`src/rtl/axi_write_ctrl_if.sv`:
```
// axi_write_ctrl_if
//   Bundles the M1 write channel (AW/W/B) and the two slave-side write
//   channels (S0, S1) seen by the M1 write controller.
//   modport master : controller view (drives slave-side AW/W valid, B ready
//                    and the M1 ready/response signals)
//   modport slave  : environment view (the M1 master and both slaves)
interface axi_write_ctrl_if;
  // M1 address
  logic [3:0]  AWID_M1;
  logic [31:0] AWADDR_M1;
  logic [3:0]  AWLEN_M1;
  logic [2:0]  AWSIZE_M1;
  logic [1:0]  AWBURST_M1;
  logic        AWVALID_M1;
  logic        AWREADY_M1;
  // S0 / S1 address
  logic [7:0]  AWID_S0,    AWID_S1;
  logic [31:0] AWADDR_S0,  AWADDR_S1;
  logic [3:0]  AWLEN_S0,   AWLEN_S1;
  logic [2:0]  AWSIZE_S0,  AWSIZE_S1;
  logic [1:0]  AWBURST_S0, AWBURST_S1;
  logic        AWVALID_S0, AWVALID_S1;
  logic        AWREADY_S0, AWREADY_S1;
  // W handshake
  logic        WVALID_M1, WLAST_M1, WREADY_M1;
  logic        WVALID_S0, WVALID_S1;
  logic        WREADY_S0, WREADY_S1;
  // B
  logic [7:0]  BID_S0,    BID_S1;
  logic [1:0]  BRESP_S0,  BRESP_S1;
  logic        BVALID_S0, BVALID_S1;
  logic        BREADY_S0, BREADY_S1;
  logic [3:0]  BID_M1;
  logic [1:0]  BRESP_M1;
  logic        BVALID_M1;
  logic        BREADY_M1;

  modport master (
    input  AWID_M1, AWADDR_M1, AWLEN_M1, AWSIZE_M1, AWBURST_M1, AWVALID_M1,
    output AWREADY_M1,
    output AWID_S0, AWADDR_S0, AWLEN_S0, AWSIZE_S0, AWBURST_S0, AWVALID_S0,
    output AWID_S1, AWADDR_S1, AWLEN_S1, AWSIZE_S1, AWBURST_S1, AWVALID_S1,
    input  AWREADY_S0, AWREADY_S1,
    input  WVALID_M1, WLAST_M1,
    output WREADY_M1, WVALID_S0, WVALID_S1,
    input  WREADY_S0, WREADY_S1,
    input  BID_S0, BRESP_S0, BVALID_S0, BID_S1, BRESP_S1, BVALID_S1,
    output BREADY_S0, BREADY_S1,
    output BID_M1, BRESP_M1, BVALID_M1,
    input  BREADY_M1
  );

  modport slave (
    output AWID_M1, AWADDR_M1, AWLEN_M1, AWSIZE_M1, AWBURST_M1, AWVALID_M1,
    input  AWREADY_M1,
    input  AWID_S0, AWADDR_S0, AWLEN_S0, AWSIZE_S0, AWBURST_S0, AWVALID_S0,
    input  AWID_S1, AWADDR_S1, AWLEN_S1, AWSIZE_S1, AWBURST_S1, AWVALID_S1,
    output AWREADY_S0, AWREADY_S1,
    output WVALID_M1, WLAST_M1,
    input  WREADY_M1, WVALID_S0, WVALID_S1,
    output WREADY_S0, WREADY_S1,
    output BID_S0, BRESP_S0, BVALID_S0, BID_S1, BRESP_S1, BVALID_S1,
    input  BREADY_S0, BREADY_S1,
    input  BID_M1, BRESP_M1, BVALID_M1,
    output BREADY_M1
  );
endinterface

```
`src/rtl/axi_write_ctrl.sv`:
```
// axi_write_ctrl
//   Write-channel controller for master M1. Takes one AW at a time, decodes
//   AWADDR[31:16] to S0 (0x0000), S1 (0x0001) or unmapped, forwards AW to the
//   target, steers the W handshake, counts beats and routes B back to M1.
//   Unmapped writes are absorbed locally and answered with DECERR.
// Ports
//   ACLK        clock
//   ARESET      asynchronous active-high reset
//   bus         axi_write_ctrl_if.master (M1, S0, S1 write channels)
//   write_slave W data mux select: 01 = S0, 10 = S1, 00 = none
// Optional feature
//   AXI_WLAST_CHECK_EN : flag WLAST_M1 disagreeing with the beat counter and
//                        turn a mapped response into SLVERR.
module axi_write_ctrl #(
  parameter logic [3:0] MASTER_TAG = 4'd1
) (
  input  logic             ACLK,
  input  logic             ARESET,
  axi_write_ctrl_if.master bus,
  output logic [1:0]       write_slave
);

  typedef enum logic [1:0] {IDLE, ADDR, DATA, RESP} state_t;

  // Target encoding doubles as the write_slave value; 00 = default slave.
  localparam logic [1:0] TGT_DEF = 2'b00;
  localparam logic [1:0] TGT_S0  = 2'b01;
  localparam logic [1:0] TGT_S1  = 2'b10;

  state_t      state, nxt;
  logic [3:0]  awid_q, awlen_q, cnt_q;
  logic [31:0] awaddr_q;
  logic [2:0]  awsize_q;
  logic [1:0]  awburst_q, tgt_q, dec_tgt;
  logic        sel_s0, sel_s1;
  logic        aw_hs, w_rdy, w_hs, w_last, b_vld, b_hs;

  assign dec_tgt = (bus.AWADDR_M1[31:16] == 16'h0000) ? TGT_S0 :
                   (bus.AWADDR_M1[31:16] == 16'h0001) ? TGT_S1 : TGT_DEF;

  assign sel_s0 = (tgt_q == TGT_S0);
  assign sel_s1 = (tgt_q == TGT_S1);

  // Default slave is always ready for W and always has a B pending.
  assign w_rdy  = sel_s0 ? bus.WREADY_S0 : sel_s1 ? bus.WREADY_S1 : 1'b1;
  assign b_vld  = sel_s0 ? bus.BVALID_S0 : sel_s1 ? bus.BVALID_S1 : 1'b1;
  assign aw_hs  = (state == IDLE) && bus.AWVALID_M1;
  assign w_hs   = (state == DATA) && bus.WVALID_M1 && w_rdy;
  assign w_last = (cnt_q == awlen_q);
  assign b_hs   = (state == RESP) && b_vld && bus.BREADY_M1;

`ifdef AXI_WLAST_CHECK_EN
  logic err_q;
  always_ff @(posedge ACLK or posedge ARESET) begin
    if (ARESET)                              err_q <= 1'b0;
    else if (state == IDLE)                  err_q <= 1'b0;
    else if (w_hs && (bus.WLAST_M1 != w_last)) err_q <= 1'b1;
  end
  logic unused_bits;
  assign unused_bits = ^{bus.BID_S0[7:4], bus.BID_S1[7:4]};
`else
  // WLAST is not used: the burst ends on the beat counter alone.
  logic unused_bits;
  assign unused_bits = ^{bus.WLAST_M1, bus.BID_S0[7:4], bus.BID_S1[7:4]};
`endif

  always_ff @(posedge ACLK or posedge ARESET) begin
    if (ARESET) begin
      state     <= IDLE;
      awid_q    <= '0;
      awaddr_q  <= '0;
      awlen_q   <= '0;
      awsize_q  <= '0;
      awburst_q <= '0;
      tgt_q     <= TGT_DEF;
      cnt_q     <= '0;
    end else begin
      state <= nxt;
      if (aw_hs) begin
        awid_q    <= bus.AWID_M1;
        awaddr_q  <= bus.AWADDR_M1;
        awlen_q   <= bus.AWLEN_M1;
        awsize_q  <= bus.AWSIZE_M1;
        awburst_q <= bus.AWBURST_M1;
        tgt_q     <= dec_tgt;
        cnt_q     <= '0;
      end else if (w_hs) begin
        cnt_q <= cnt_q + 4'd1;
      end
    end
  end

  always_comb begin
    nxt            = state;
    write_slave    = TGT_DEF;
    bus.AWREADY_M1 = 1'b0;
    bus.AWID_S0    = '0; bus.AWADDR_S0 = '0; bus.AWLEN_S0 = '0;
    bus.AWSIZE_S0  = '0; bus.AWBURST_S0 = '0; bus.AWVALID_S0 = 1'b0;
    bus.AWID_S1    = '0; bus.AWADDR_S1 = '0; bus.AWLEN_S1 = '0;
    bus.AWSIZE_S1  = '0; bus.AWBURST_S1 = '0; bus.AWVALID_S1 = 1'b0;
    bus.WREADY_M1  = 1'b0;
    bus.WVALID_S0  = 1'b0;
    bus.WVALID_S1  = 1'b0;
    bus.BREADY_S0  = 1'b0;
    bus.BREADY_S1  = 1'b0;
    bus.BID_M1     = '0;
    bus.BRESP_M1   = '0;
    bus.BVALID_M1  = 1'b0;

    case (state)
      IDLE: begin
        bus.AWREADY_M1 = 1'b1;
        if (bus.AWVALID_M1) nxt = (dec_tgt == TGT_DEF) ? DATA : ADDR;
      end
      ADDR: begin
        if (sel_s0) begin
          bus.AWID_S0    = {MASTER_TAG, awid_q};
          bus.AWADDR_S0  = awaddr_q;
          bus.AWLEN_S0   = awlen_q;
          bus.AWSIZE_S0  = awsize_q;
          bus.AWBURST_S0 = awburst_q;
          bus.AWVALID_S0 = 1'b1;
          if (bus.AWREADY_S0) nxt = DATA;
        end else if (sel_s1) begin
          bus.AWID_S1    = {MASTER_TAG, awid_q};
          bus.AWADDR_S1  = awaddr_q;
          bus.AWLEN_S1   = awlen_q;
          bus.AWSIZE_S1  = awsize_q;
          bus.AWBURST_S1 = awburst_q;
          bus.AWVALID_S1 = 1'b1;
          if (bus.AWREADY_S1) nxt = DATA;
        end else begin
          nxt = DATA;
        end
      end
      DATA: begin
        write_slave   = tgt_q;
        bus.WREADY_M1 = w_rdy;
        bus.WVALID_S0 = sel_s0 && bus.WVALID_M1;
        bus.WVALID_S1 = sel_s1 && bus.WVALID_M1;
        if (w_hs && w_last) nxt = RESP;
      end
      RESP: begin
        bus.BVALID_M1 = b_vld;
        if (sel_s0) begin
          bus.BREADY_S0 = bus.BREADY_M1;
          bus.BID_M1    = bus.BID_S0[3:0];
          bus.BRESP_M1  = bus.BRESP_S0;
        end else if (sel_s1) begin
          bus.BREADY_S1 = bus.BREADY_M1;
          bus.BID_M1    = bus.BID_S1[3:0];
          bus.BRESP_M1  = bus.BRESP_S1;
        end else begin
          bus.BID_M1    = awid_q;
          bus.BRESP_M1  = 2'b11;
        end
`ifdef AXI_WLAST_CHECK_EN
        if (err_q && (sel_s0 || sel_s1)) bus.BRESP_M1 = 2'b10;
`endif
        if (b_hs) nxt = IDLE;
      end
      default: nxt = IDLE;
    endcase
  end

endmodule

```
`src/flat_wrapper.sv`:
```
// flat-port wrapper written by rule: the top's interface ports become plain ports
module axi_write_ctrl_flat 
#(
  parameter logic [3:0] MASTER_TAG = 4'd1
)
  (ACLK, ARESET, write_slave, bus_AWID_M1, bus_AWADDR_M1, bus_AWLEN_M1, bus_AWSIZE_M1, bus_AWBURST_M1, bus_AWVALID_M1, bus_AWREADY_M1, bus_AWID_S0, bus_AWADDR_S0, bus_AWLEN_S0, bus_AWSIZE_S0, bus_AWBURST_S0, bus_AWVALID_S0, bus_AWID_S1, bus_AWADDR_S1, bus_AWLEN_S1, bus_AWSIZE_S1, bus_AWBURST_S1, bus_AWVALID_S1, bus_AWREADY_S0, bus_AWREADY_S1, bus_WVALID_M1, bus_WLAST_M1, bus_WREADY_M1, bus_WVALID_S0, bus_WVALID_S1, bus_WREADY_S0, bus_WREADY_S1, bus_BID_S0, bus_BRESP_S0, bus_BVALID_S0, bus_BID_S1, bus_BRESP_S1, bus_BVALID_S1, bus_BREADY_S0, bus_BREADY_S1, bus_BID_M1, bus_BRESP_M1, bus_BVALID_M1, bus_BREADY_M1);
  axi_write_ctrl_if bus_i ();
  input  logic ACLK;
  input  logic ARESET;
  output logic [1:0] write_slave;
  input wire logic [$bits(bus_i.AWID_M1)-1:0] bus_AWID_M1;
  input wire logic [$bits(bus_i.AWADDR_M1)-1:0] bus_AWADDR_M1;
  input wire logic [$bits(bus_i.AWLEN_M1)-1:0] bus_AWLEN_M1;
  input wire logic [$bits(bus_i.AWSIZE_M1)-1:0] bus_AWSIZE_M1;
  input wire logic [$bits(bus_i.AWBURST_M1)-1:0] bus_AWBURST_M1;
  input wire logic [$bits(bus_i.AWVALID_M1)-1:0] bus_AWVALID_M1;
  output wire logic [$bits(bus_i.AWREADY_M1)-1:0] bus_AWREADY_M1;
  output wire logic [$bits(bus_i.AWID_S0)-1:0] bus_AWID_S0;
  output wire logic [$bits(bus_i.AWADDR_S0)-1:0] bus_AWADDR_S0;
  output wire logic [$bits(bus_i.AWLEN_S0)-1:0] bus_AWLEN_S0;
  output wire logic [$bits(bus_i.AWSIZE_S0)-1:0] bus_AWSIZE_S0;
  output wire logic [$bits(bus_i.AWBURST_S0)-1:0] bus_AWBURST_S0;
  output wire logic [$bits(bus_i.AWVALID_S0)-1:0] bus_AWVALID_S0;
  output wire logic [$bits(bus_i.AWID_S1)-1:0] bus_AWID_S1;
  output wire logic [$bits(bus_i.AWADDR_S1)-1:0] bus_AWADDR_S1;
  output wire logic [$bits(bus_i.AWLEN_S1)-1:0] bus_AWLEN_S1;
  output wire logic [$bits(bus_i.AWSIZE_S1)-1:0] bus_AWSIZE_S1;
  output wire logic [$bits(bus_i.AWBURST_S1)-1:0] bus_AWBURST_S1;
  output wire logic [$bits(bus_i.AWVALID_S1)-1:0] bus_AWVALID_S1;
  input wire logic [$bits(bus_i.AWREADY_S0)-1:0] bus_AWREADY_S0;
  input wire logic [$bits(bus_i.AWREADY_S1)-1:0] bus_AWREADY_S1;
  input wire logic [$bits(bus_i.WVALID_M1)-1:0] bus_WVALID_M1;
  input wire logic [$bits(bus_i.WLAST_M1)-1:0] bus_WLAST_M1;
  output wire logic [$bits(bus_i.WREADY_M1)-1:0] bus_WREADY_M1;
  output wire logic [$bits(bus_i.WVALID_S0)-1:0] bus_WVALID_S0;
  output wire logic [$bits(bus_i.WVALID_S1)-1:0] bus_WVALID_S1;
  input wire logic [$bits(bus_i.WREADY_S0)-1:0] bus_WREADY_S0;
  input wire logic [$bits(bus_i.WREADY_S1)-1:0] bus_WREADY_S1;
  input wire logic [$bits(bus_i.BID_S0)-1:0] bus_BID_S0;
  input wire logic [$bits(bus_i.BRESP_S0)-1:0] bus_BRESP_S0;
  input wire logic [$bits(bus_i.BVALID_S0)-1:0] bus_BVALID_S0;
  input wire logic [$bits(bus_i.BID_S1)-1:0] bus_BID_S1;
  input wire logic [$bits(bus_i.BRESP_S1)-1:0] bus_BRESP_S1;
  input wire logic [$bits(bus_i.BVALID_S1)-1:0] bus_BVALID_S1;
  output wire logic [$bits(bus_i.BREADY_S0)-1:0] bus_BREADY_S0;
  output wire logic [$bits(bus_i.BREADY_S1)-1:0] bus_BREADY_S1;
  output wire logic [$bits(bus_i.BID_M1)-1:0] bus_BID_M1;
  output wire logic [$bits(bus_i.BRESP_M1)-1:0] bus_BRESP_M1;
  output wire logic [$bits(bus_i.BVALID_M1)-1:0] bus_BVALID_M1;
  input wire logic [$bits(bus_i.BREADY_M1)-1:0] bus_BREADY_M1;
  assign bus_i.AWID_M1 = bus_AWID_M1;
  assign bus_i.AWADDR_M1 = bus_AWADDR_M1;
  assign bus_i.AWLEN_M1 = bus_AWLEN_M1;
  assign bus_i.AWSIZE_M1 = bus_AWSIZE_M1;
  assign bus_i.AWBURST_M1 = bus_AWBURST_M1;
  assign bus_i.AWVALID_M1 = bus_AWVALID_M1;
  assign bus_AWREADY_M1 = bus_i.AWREADY_M1;
  assign bus_AWID_S0 = bus_i.AWID_S0;
  assign bus_AWADDR_S0 = bus_i.AWADDR_S0;
  assign bus_AWLEN_S0 = bus_i.AWLEN_S0;
  assign bus_AWSIZE_S0 = bus_i.AWSIZE_S0;
  assign bus_AWBURST_S0 = bus_i.AWBURST_S0;
  assign bus_AWVALID_S0 = bus_i.AWVALID_S0;
  assign bus_AWID_S1 = bus_i.AWID_S1;
  assign bus_AWADDR_S1 = bus_i.AWADDR_S1;
  assign bus_AWLEN_S1 = bus_i.AWLEN_S1;
  assign bus_AWSIZE_S1 = bus_i.AWSIZE_S1;
  assign bus_AWBURST_S1 = bus_i.AWBURST_S1;
  assign bus_AWVALID_S1 = bus_i.AWVALID_S1;
  assign bus_i.AWREADY_S0 = bus_AWREADY_S0;
  assign bus_i.AWREADY_S1 = bus_AWREADY_S1;
  assign bus_i.WVALID_M1 = bus_WVALID_M1;
  assign bus_i.WLAST_M1 = bus_WLAST_M1;
  assign bus_WREADY_M1 = bus_i.WREADY_M1;
  assign bus_WVALID_S0 = bus_i.WVALID_S0;
  assign bus_WVALID_S1 = bus_i.WVALID_S1;
  assign bus_i.WREADY_S0 = bus_WREADY_S0;
  assign bus_i.WREADY_S1 = bus_WREADY_S1;
  assign bus_i.BID_S0 = bus_BID_S0;
  assign bus_i.BRESP_S0 = bus_BRESP_S0;
  assign bus_i.BVALID_S0 = bus_BVALID_S0;
  assign bus_i.BID_S1 = bus_BID_S1;
  assign bus_i.BRESP_S1 = bus_BRESP_S1;
  assign bus_i.BVALID_S1 = bus_BVALID_S1;
  assign bus_BREADY_S0 = bus_i.BREADY_S0;
  assign bus_BREADY_S1 = bus_i.BREADY_S1;
  assign bus_BID_M1 = bus_i.BID_M1;
  assign bus_BRESP_M1 = bus_i.BRESP_M1;
  assign bus_BVALID_M1 = bus_i.BVALID_M1;
  assign bus_i.BREADY_M1 = bus_BREADY_M1;
  axi_write_ctrl #(.MASTER_TAG(MASTER_TAG)) u_core (.ACLK(ACLK), .ARESET(ARESET), .bus(bus_i), .write_slave(write_slave));
endmodule
```
`config.mk`:
```
export PLATFORM = sky130hd
export DESIGN_NAME = axi_write_ctrl_flat
export DESIGN_NICKNAME = d
export VERILOG_FILES = /design/src/rtl/axi_write_ctrl_if.sv /design/src/rtl/axi_write_ctrl.sv /design/src/flat_wrapper.sv
export SDC_FILE = /design/constraint.sdc
export NUM_CORES = 1
export LEC_CHECK = 0
export BUFFER_PORTS_ARGS = -buffer_cell sky130_fd_sc_hd__buf_2
export CAP_MARGIN = 20
export CORE_ASPECT_RATIO = 0.6
export CORE_MARGIN = 2
export CORE_UTILIZATION = 49
export CTS_BUF_LIST = sky130_fd_sc_hd__clkbuf_8
export DETAILED_ROUTE_END_ITERATION = 8
export GPL_ROUTABILITY_DRIVEN = 0
export PLACE_DENSITY = 0.95
export SLEW_MARGIN = 20
export SYNTH_ARGS = -nofsm -noshare
export SYNTH_HDL_FRONTEND = slang
export SYNTH_SLANG_ARGS = --single-unit
export TNS_END_PERCENT = 5
```
`constraint.sdc`:
```
create_clock -name ACLK -period 4.7 [get_ports ACLK]
set_clock_uncertainty 0.05 [all_clocks]
set_input_delay 0.94 -clock ACLK [delete_from_list [all_inputs] [get_ports ACLK]]
set_output_delay 0.94 -clock ACLK [all_outputs]
set_load 0.01 [all_outputs]
```
**Yosys cells after proc, flatten, opt, wreduce, memory -nomap -nowiden**

Index checks and enable logic that the tools add are counted.

- Flip-flop bits (word level): 53
- Output and inout port bits: 115

- $add $sub $neg: 1
- Equal/unequal tests: 12
- Muxes and demuxes: 64
- Reductions and logical operators: 13

Operators with widths:

| cell | count |
|---|---|
| 2-to-1 mux 32 bit | 5 |
| 2-to-1 mux 4 bit | 10 |
| 2-to-1 mux 2 bit | 19 |
| 2-to-1 mux 8 bit | 3 |
| 2-to-1 mux 1 bit | 19 |
| equality test 16 x 1 -> 1 bit (second input constant) | 1 |
| logical NOT 16 bit | 1 |
| 2-to-1 mux 3 bit | 5 |
| 2-to-1 mux 5 bit | 2 |
| logical AND 1 bit | 8 |
| one-hot mux 2 bit (4 select lines) | 1 |
| equality test 2 bit (second input constant) | 3 |
| AND reduction 5 bit | 1 |
| adder 4 x 1 -> 4 bit (second input constant) | 1 |
| equality test 2 x 1 -> 1 bit (second input constant) | 2 |
| equality test 4 bit | 1 |
| logical NOT 2 bit | 2 |
| inequality test 2 bit (second input constant) | 2 |
| inequality test 4 x 3 -> 1 bit (second input constant) | 1 |
| inequality test 3 bit (second input constant) | 1 |
| inequality test 2 x 1 -> 1 bit (second input constant) | 1 |
| nonzero test 2 bit | 1 |

**Depth between registers and ports, before layout**

- Word-level depth: 7
- Depth in mapped cells: 8

**Least setup slack after synthesis**

Ideal clock, no wire load.

- Kind: reg-to-output
- Start point: register u_core.state[1]
- End point: output bus_AWADDR_S1[28]
- Arrival: 1.522 ns
- Data required time: 3.710 ns
- Path slack: 2.188 ns
- Cell stages (with the launch flop): 8
- Path buffers: 2
- Cells stage by stage: dfrtp_1 > inv_1 > ha_1 > inv_1 > nor2_1 > clkbuf_1 > clkbuf_1 > and2_1

- Longest elaborated chain between the ends: 2

RTL lines:

| item | RTL line | text |
|---|---|---|
| start, declared | axi_write_ctrl.sv:30 | `state_t state, nxt;` |
| start signal, assigned | axi_write_ctrl.sv:78 | `state <= nxt;` |
| equality test 2 x 1 -> 1 bit | axi_write_ctrl.sv:110 | `case (state)` |
| 2-to-1 mux 32 bit | axi_write_ctrl.sv:110 |  |
| end, declared | flat_wrapper.sv:25 | `output wire logic [$bits(bus_i.AWADDR_S1)-1:0] bus_AWADDR_S1;` |

No other way between the ends.

**Worst setup path in the final report**

- Start point: register u_core.tgt_q[1]
- End point: output bus_AWADDR_S0[17]

- Longest elaborated chain between the ends: 3

RTL lines:

| item | RTL line | text |
|---|---|---|
| start, declared | axi_write_ctrl.sv:34 | `logic [1:0] awburst_q, tgt_q, dec_tgt;` |
| start signal, assigned | axi_write_ctrl.sv:85 | `tgt_q <= dec_tgt;` |
| equality test 2 x 1 -> 1 bit | axi_write_ctrl.sv:41 | `assign sel_s0 = (tgt_q == TGT_S0);` |
| 2-to-1 mux 32 bit | axi_write_ctrl.sv:116 | `if (sel_s0) begin` |
| 2-to-1 mux 32 bit | axi_write_ctrl.sv:110 |  |
| end, declared | flat_wrapper.sv:19 | `output wire logic [$bits(bus_i.AWADDR_S0)-1:0] bus_AWADDR_S0;` |

No other way between the ends.

==> flow_summary_export.csv <==
group,metric,value,unit
pwr,power.switching,632.5,uW
timing,slew_violations,0,
timing,setup_violations,0,
global_routing,grt_pass1_wl,13430,um
clocking,cts_repair_resize_count,0,
floorplanning,die_x,108.4,um
clocking,ctsHoldBuffers,0,
critical_path,cp_slowest_cell,"dfrtp_1",
pwr,leakage,0.002555,uW
clocking,insertion_delay,300,ps
routing,routed_via_density,4.887,
floorplanning,core-area,6221,um2
clocking,clock_sinks,53,
place,dpl_cell_area,4058,um2
timing,hold_viol,0,
pwr,seqPwrFrac,0.494,
outcome,status,"finished, final reports clean",
floorplanning,io_pins,192,
synthesis,netlist.area_leader.share,0.4141,
clocking,root_buffer,"clkbuf_8",
synthesis,synth_edf_count,0,
global_routing,first_global_vias,3002,
floorplanning,start_util,0.5149,
floorplanning,die_area,7221,um2
routing,dr_wl_met2,4043,um
synthesis,syn_inst,398,
floorplanning,die_h,66.63,um
clocking,path_clk_slew,100,ps
clocking,post_cts.repair.setup_buffers,0,
routing,drt-initial-drc-count,121,
clocking,clk_path_buf_depth,2,
place,io_buffers,176,
pwr,peakVddDrop,0.2166,mV
synthesis,syn-cell-area,3203,um2
clocking,tritoncts,"built",
timing,rsz0062_at_grt,"false",
routing,drc,0,
routing,top_layer_used,"met4",
synthesis,synth_cell_types,38,
critical_path,endpoint_kind,"primary output",
pwr,pwr-share-clk,0.163,
global_routing,antenna_found_initial,0,
synthesis,synth_seq_cells,53,
pwr,swShare,0.3834,
routing,ant_nets,0,
critical_path,max_stage_delay,540,ps
synthesis,async_flop_share,1.000,
synthesis,synth_most_common_cell,"nand2_1",
clocking,numCtsBuffers,5,
synthesis,avgSynthCellArea,8.048,um2
routing,dr_wl_met3,655,um
timing,relSlewSlack,0.3739,
hold_path,hp-class,"reg -> reg",
layout,nFillCells,527,
routing,dr_total_vias,3123,
run,cap_violations,0,
timing,fmax,292.2,MHz
synthesis,synth_area_leader_cell,"dfrtp_1",
layout,multiInputGateArea,1700,um2
routing,drt_wl_total,8483,um
global_routing,grt_max_degree,54,
routing,first_pass_iters,4,
timing,final.setup.tns,0,ps
synthesis,ys.flop_type,"dfrtp_1",
routing,routedWlPerCell,13.28,um
critical_path,crit_required,3710,ps
critical_path,start_kind,"flop",
routing,wl_met1,3722,um
layout,finalInstanceArea,4155,um2
floorplanning,rows,22,
synthesis,yosys_warnings,0,
synthesis,netlist_top_cells_area,"dfrtp_1 41%, and2_1 18%, nand2_1 17%",
clocking,htree_levels,2,
timing,worst_pin_slew,939.2,ps
pwr,powerDensity,397.0,nW/um2
critical_path,critPathMaxFanout,31,
layout,drive_gt1_frac,0.3622,
timing,finalCriticalPeriod,3422,ps
layout,antenna-diode-count,0,
layout,final_nets,637,
synthesis,netlist_top_cells_count,"145 x nand2_1, 93 x and2_1, 53 x dfrtp_1",
pwr,share_comb_of_total_power,0.343,
pwr,cellInternalPower,1017,uW
critical_path,worst-endpoint-arrival,2430,ps
critical_path,path_cells,"nand2b_1, nor2_2, buf_4, and2_1, buf_2",
critical_path,crit_type,"reg -> out",
global_routing,grt_overflow,0,
timing,layout_worst_path_cycle_share,0.7281,
synthesis,ys_seq_area_frac,0.4141,
layout,ff_latch_area,1326,um2
place,hpwlAfterDp,6351,um
layout,syn2layout_area_growth,29.73,%
global_routing,grtUsageTotal,0.2367,
==> stage by stage <==
stage | total power, uW | cells | setup WS (ps) | utilization | hold WS [ps]
after floorplan | 1197 | 403 | 2188 | - | 401.1
after global placement | 1340 | 631 | 1687 | 0.6523 | 413.8
after detailed placement | 1391 | 631 | 1566 | 0.6523 | 426.9
after CTS | 1661 | 639 | 1233 | 0.6677 | 452.0
after global routing | 1787 | 639 | 1002 | 0.6679 | 476.4
final | 1650 | 639 | 1278 | 0.6679 | 447.8
==> per-layer routing <==
metal  vias to the layer above  track usage
met5                         -            0
met4                         0      0.04487
met3                        11      0.06262
met2                       124       0.4222
met1                      1463       0.2935
li1                       1525            -
==> final timing paths <==
| path | start | end | slack (ps) | cells after the start |
|---|---|---|---|---|
| max | u_core.tgt_q[1]$_DFFE_PP0P_ | bus_AWADDR_S0[17] | 1280 | 5 |
| min | u_core.awaddr_q[26]$_DFFE_PP0P_ | u_core.awaddr_q[26]$_DFFE_PP0P_ | 450 | 2 |
| max reg2reg | u_core.tgt_q[1]$_DFFE_PP0P_ | u_core.state[1]$_DFFE_PP0P_ | 2060 | 6 |
| min reg2reg | u_core.awaddr_q[26]$_DFFE_PP0P_ | u_core.awaddr_q[26]$_DFFE_PP0P_ | 450 | 2 |
| max in group asynchronous | ARESET | u_core.awaddr_q[1]$_DFFE_PP0P_ | 3320 | 2 |
| min in group asynchronous | ARESET | u_core.awaddr_q[11]$_DFFE_PP0P_ | 730 | 2 |
==> critical path: cells and delay by family, from the launching register on <==
kind	cells	cell delay, ps
buffers and inverters	2	510
flip-flops	1	540
AND/OR/NAND/NOR	3	1050
==> state kept, by name (all words and copies together) (netlist names) <==
register,count
u_core.awaddr_q,32
u_core.awid_q,4
u_core.awlen_q,4
u_core.cnt_q,4
u_core.awsize_q,3
u_core.awburst_q,2
u_core.state,2
u_core.tgt_q,2
==> cells by family after synthesis <==
| family | count (synthesis) | share of synthesized area |
|---|---|---|
| compound gates | 14 | 0.03828 |
| flops | 53 | 0.4141 |
| fa+ha+maj | 6 | 0.02344 |
| other cells | 1 | 0.001171 |
| buf+inv | 42 | 0.06289 |
| xor+xnor | 7 | 0.01914 |
| simple gates | 265 | 0.4070 |
| mux | 10 | 0.03398 |
==> power groups by stage <==
| stage | sequential, uW | combinational (uW) | clock [uW] |
|---|---|---|---|
| 3_3_place_gp | 807 | 533 | 0 |
| 2_1_floorplan | 764 | 433 | 0 |
| 3_5_place_dp | 818 | 573 | 0 |
| 6_report | 815 | 566 | 269 |
| 5_1_grt | 848 | 646 | 293 |
| 4_1_cts | 813 | 572 | 277 |
==> cell type report <==
type / count / share of cell area
clock buffer: 6 / 0.01987
sequential: 53 / 0.3192
inverter: 8 / 0.007528
multi-input combinational: 308 / 0.4092
tap: 84 / 0.02529
timing repair buffer: 178 / 0.2156
clock inverter: 2 / 0.003312
==> cells in the final DEF, fill, tap and decap left out, drive strengths merged, types with 2 or more instances in the layout <==
master / count
and2: 93
nor2b: 2
o221a: 3
nor4: 4
mux2i: 6
nor3b: 3
nor2: 11
nand2b: 2
xnor2: 2
inv: 7
clkinv: 3
dfrtp: 53
xor2: 5
nand2: 145
ha: 6
conb: 6
clkbuf: 6
a221o: 2
o211a: 3
mux2: 4
buf: 178
(Power assumes the default switching activity.)
